$ cat config.mk
export PLATFORM = sky130hd
export DESIGN_NAME = imem_loader
export DESIGN_NICKNAME = d
export VERILOG_FILES = /design/src/rtl/imem_loader.sv
export SDC_FILE = /design/constraint.sdc
export NUM_CORES = 1
export LEC_CHECK = 0
export CORE_ASPECT_RATIO = 1.1
export CORE_MARGIN = 2
export CORE_UTILIZATION = 45
export DETAILED_ROUTE_END_ITERATION = 16
export PLACE_DENSITY = 0.82
export SLEW_MARGIN = 20
export SYNTH_ARGS = -nofsm -noshare
export SYNTH_HDL_FRONTEND = slang
export SYNTH_SLANG_ARGS = --single-unit
$ cat constraint.sdc
create_clock -name clk -period 1.9 [get_ports clk]
set_input_delay 0.19 -clock clk [delete_from_list [all_inputs] [get_ports clk]]
set_output_delay 0.19 -clock clk [all_outputs]
set_load 0.1 [all_outputs]
$ cat src/rtl/imem_loader.sv
// Byte-stream instruction memory loader: assembles little-endian words and writes them out.
// Optional trailing checksum check enabled by IMEM_LOADER_CHECKSUM_EN.
module imem_loader #(
    parameter int unsigned DEPTH     = 64,
    parameter logic [31:0] BASE_ADDR = 32'h0
) (
    input  logic        clk,
    input  logic        rst,
    input  logic        start,
    input  logic [15:0] word_count,
    input  logic [7:0]  rx_data,
    input  logic        rx_valid,
    output logic        rx_ready,
    output logic        mem_we,
    output logic [31:0] mem_addr,
    output logic [31:0] mem_wdata,
    output logic        cpu_hold,
    output logic        busy,
    output logic        done,
    output logic        err
);

    typedef enum logic [2:0] {
        StIdle,
        StRecv,
        StWrite,
        StCheck,
        StDone
    } state_e;

    state_e      state_q, state_d;
    logic [1:0]  byte_idx_q, byte_idx_d;
    logic [15:0] remaining_q, remaining_d;
    logic [31:0] addr_q, addr_d;
    logic [31:0] wdata_q, wdata_d;
    logic [15:0] count_sat;
    logic        hs;

`ifdef IMEM_LOADER_CHECKSUM_EN
    logic [31:0] csum_q, csum_d;
    logic [31:0] expect_q, expect_d;
    logic        err_q, err_d;
`endif

    assign count_sat = ({16'd0, word_count} > DEPTH) ? 16'(DEPTH) : word_count;

    always_comb begin
        state_d     = state_q;
        byte_idx_d  = byte_idx_q;
        remaining_d = remaining_q;
        addr_d      = addr_q;
        wdata_d     = wdata_q;
`ifdef IMEM_LOADER_CHECKSUM_EN
        csum_d      = csum_q;
        expect_d    = expect_q;
        err_d       = err_q;
`endif
        // All handshake and status outputs decode straight from the registered state.
        rx_ready = (state_q == StRecv) || (state_q == StCheck);
        mem_we   = (state_q == StWrite);
        busy     = (state_q == StRecv) || (state_q == StWrite) || (state_q == StCheck);
        done     = (state_q == StDone);
        cpu_hold = (state_q != StDone);
        hs       = rx_valid && rx_ready;

        unique case (state_q)
            StIdle, StDone: begin
                if (start) begin
                    remaining_d = count_sat;
                    addr_d      = BASE_ADDR;
                    byte_idx_d  = 2'd0;
`ifdef IMEM_LOADER_CHECKSUM_EN
                    csum_d      = 32'd0;
                    expect_d    = 32'd0;
                    err_d       = 1'b0;
                    state_d     = (count_sat == 16'd0) ? StCheck : StRecv;
`else
                    state_d     = (count_sat == 16'd0) ? StDone : StRecv;
`endif
                end
            end
            StRecv: begin
                if (hs) begin
                    wdata_d[8*byte_idx_q +: 8] = rx_data;
                    byte_idx_d                 = byte_idx_q + 2'd1;
                    if (byte_idx_q == 2'd3) begin
                        state_d = StWrite;
                    end
                end
            end
            StWrite: begin
                addr_d      = addr_q + 32'd4;
                remaining_d = remaining_q - 16'd1;
`ifdef IMEM_LOADER_CHECKSUM_EN
                csum_d      = csum_q ^ wdata_q;
                state_d     = (remaining_q == 16'd1) ? StCheck : StRecv;
`else
                state_d     = (remaining_q == 16'd1) ? StDone : StRecv;
`endif
            end
            StCheck: begin
`ifdef IMEM_LOADER_CHECKSUM_EN
                if (hs) begin
                    expect_d[8*byte_idx_q +: 8] = rx_data;
                    byte_idx_d                  = byte_idx_q + 2'd1;
                    if (byte_idx_q == 2'd3) begin
                        err_d   = ({rx_data, expect_q[23:0]} != csum_q);
                        state_d = StDone;
                    end
                end
`else
                state_d = StIdle;
`endif
            end
            default: state_d = StIdle;
        endcase
    end

    always_ff @(posedge clk) begin
        if (rst) begin
            state_q     <= StIdle;
            byte_idx_q  <= 2'd0;
            remaining_q <= 16'd0;
            addr_q      <= BASE_ADDR;
            wdata_q     <= 32'd0;
`ifdef IMEM_LOADER_CHECKSUM_EN
            csum_q      <= 32'd0;
            expect_q    <= 32'd0;
            err_q       <= 1'b0;
`endif
        end else begin
            state_q     <= state_d;
            byte_idx_q  <= byte_idx_d;
            remaining_q <= remaining_d;
            addr_q      <= addr_d;
            wdata_q     <= wdata_d;
`ifdef IMEM_LOADER_CHECKSUM_EN
            csum_q      <= csum_d;
            expect_q    <= expect_d;
            err_q       <= err_d;
`endif
        end
    end

    assign mem_addr  = addr_q;
    assign mem_wdata = wdata_q;
`ifdef IMEM_LOADER_CHECKSUM_EN
    assign err = err_q;
`else
    assign err = 1'b0;
`endif

endmodule

==> run summary <==
Comb pwr share = 12.0%
Final nets = 675
Largest cells by area after synthesis = dfxtp_1 (40%), a21oi_1 (7.7%), nand3_1 (6.1%)
P per Cell Area = 588.3 nW/um^2
Final Skew = 8.781 ps
Antenna-violating nets left = 0
Max IR drop VDD = 385.9 uV
Placed Area = 5381 um^2
Total grt overflow = 0
Seq cells post-synth = 83
Top-count cell post-synth = dfxtp_1
Share of cells above drive strength 1 = 30.33%
Largest family of logic cells by synthesized area = simple AND/OR/NAND/NOR gates
Critical Path End Type = flip-flop
Fin area = 5781 um^2
Relative slew slack = 54.56%
Post-synth EDFFs = 0
Chip height = 104.3 um
Final wirelength = 12110 um
Most common library cells after synthesis = dfxtp_1 (83), a21oi_1 (63), nand2_1 (61)
Max-cap violations = 0
Power after layout = 3.401 mW
Num Clock Sinks = 83
Worst setup SP type = flip-flop
DR vias = 4447
Avg WL per Cell = 16.00 um
Worst-Skew Late Latency = 360 ps
Synth Cell Area = 4118 um^2
Die Area = 9932 um^2
Fill count = 716
Via-to-Cell Ratio = 5.875
Starting DRT DRC Count = 271
Total GRT Usage = 23.29%
Setup_tns = -463.8 ps
Crit path required time = 2130 ps
Die X = 95.21 um
Synth Area in XOR/XNOR = 0%
Failing checks = negative setup slack
Achievable frequency = 502.8 MHz
Largest area contributor in the netlist = dfxtp_1
Synth-to-Final Area Change = 40.38%
Synth warn = 0
Maximum buffer depth of the clock tree = 2
Syn_area_per_cell = 7.934 um^2
Rows = 36
CTS Buf Count = 9
Main synth FF type = dfxtp_1
Root buffer cell = clkbuf_8
Fin. max-slew vios = 0
Share of the synthesized area in the top cell type = 40.35%
Clock power share = 36.8%
Min Tclk post-route = 1989 ps
Setup-failing EPs final = 7
Sequential cell area = 1734 um^2
Initial Util = 46.40%
Lkg Pwr = 2.181 nW
First-pass GRT wire length = 18780 um
Register area share after synthesis = 40.35%
Setup Crit Path Kind = reg -> reg
Net Sw Frac = 28.54%
Number of remaining DRC errors = 0
FFs w/ async S/R, synth = 0%
Cells after Synth = 519
Synth Area in Adders = 2.735%
Largest net degree at the start of global routing = 32
TritonCTS clock tree = yes
H-tree Lvls = 3
Slew @ Worst Pin = 680.9 ps
Internal cell power = 2.430 mW
Final period util = 104.7%
Multi-input gate area = 2466 um^2
I/O pins = 98
Sequential Power Share = 51.2%
Critical path arrival = 2220 ps
Max Fanout on Critical Path = 8
Core area = 8874 um^2
Synth Area in Compound Gates = 18.26%
Synth Area in Simple Gates = 31.57%
Final worst setup slack = -89.04 ps
Gpl congestion = 0.8645
Number of global-route vias before repair = 4019
Switch Pwr = 970.6 uW
Hold WC Path Type = in -> reg
Final Hold Fails = 0
Dpl hpwl = 8404 um
Clk pin slew, worst setup/hold paths = 90 ps
Port Buffer Count = 94
RSZ-0062 raised after global routing = yes
Worst R2R Setup Slack = -90 ps
Initial antenna violation count = 0
Multiplexer share of the synthesized area = 2.461%
Synth cell types = 49
ANT cells = 0
Status = finished with violations
DR pass1 iterations = 4
per-stage QoR:
step	worst slack (ps)	std cells	utilization, %	hold slack [ps]
3_5_place_dp	-247.8	735	60.65	447.4
4_1_cts	-59.61	752	63.76	275.5
2_1_floorplan	-205.4	521	-	340.2
5_1_grt	-147.6	757	65.14	299.8
6_report	-89.04	757	65.14	296.3
3_3_place_gp	-160.8	735	60.65	439.1
critical path, stage by stage, from the launching register on:
cell and delay (ps):
dfxtp_2 330, or3b_4 410, or4_4 600, buf_4 170, o211ai_1 230, a21oi_1 110
final cells by class:
class                      count  area share (%)
clock inverter                 6          0.8225
inverter                      13          0.9957
timing repair buffer         139           20.48
tap                          114           2.468
multi-input combinational    392           42.66
sequential                    83           30.00
clock buffer                  10           2.576
what timing repair did:
action,CTS,global route
pin swaps,4,17
setup endpoints to repair,33,32
hold buffers,0,0
buffers inserted,1,5
gates resized for setup,16,23
state kept, by name (all words and copies together), names as in the netlist:
signal / flops
mem_wdata: 32
mem_addr: 30
remaining_q: 16
state_q: 3
byte_idx_q: 2
layer usage:
metal	part of all wire, %	global-route usage, %	vias up	routed length, um
met3	6.2	4.710	25	757
met5	0	0	-	0
met1	42	29.64	2097	5096
li1	-	-	2156	-
met4	2.3	7.660	0	279
met2	49	38.83	169	5982
cells by family (layout without fill, tap and decap cells):
group	after synthesis	in the layout
AND/OR/NAND/NOR	247	247
AO/OA/AOI/OAI	124	124
flip-flops	83	83
buffers and inverters	46	168
adder cells (fa/ha/maj)	9	9
multiplexers	9	9
other	1	3
placed cells by master (no fill, tap or decap), types with 4 or more instances in the layout:
cell	synthesis	routed
buf_4	3	103
nand2_1	61	60
a21oi_1	63	59
dfxtp_1	83	57
nand3_1	50	48
nor2_1	34	32
clkdlybuf4s50_1	0	26
nand4_1	16	16
dfxtp_4	0	16
a31oi_1	12	12
inv_1	12	11
nor3b_1	12	10
nor3_1	13	10
o21ai_0	10	10
dfxtp_2	0	10
clkbuf_8	0	9
ha_1	9	8
and2_1	6	7
and3_1	8	7
or4_4	0	7
o311ai_0	7	7
or4_1	13	6
or3_1	6	6
a311oi_1	5	5
nor4_1	7	5
buf_12	0	5
nand2b_1	4	4
and4_1	5	4
mux2_1	5	4
mux2_4	0	4
o31ai_1	4	4
a21oi_2	0	4
o211ai_1	4	4
a211oi_1	4	4
a21o_1	4	4
buf_6	0	4
path summary, 6_finish.rpt:
path	start	to	cells past startpoint
setup / recovery	state_q[2]	mem_addr[16]	5
hold / removal	rst	byte_idx_q[1]	2
setup reg to reg	state_q[2]	mem_addr[16]	5
hold reg to reg	mem_wdata[19]	mem_wdata[19]	2
power by group through the flow:
stage	combinational, mW	sequential, mW	clock (mW)
finish	0.408	1.74	1.25
global route	0.433	1.74	1.34
CTS	0.403	1.74	1.27
floorplan	0.191	1.83	0
detailed placement	0.398	1.78	0
global placement	0.392	1.78	0
Power figures use the tool's default switching activity.
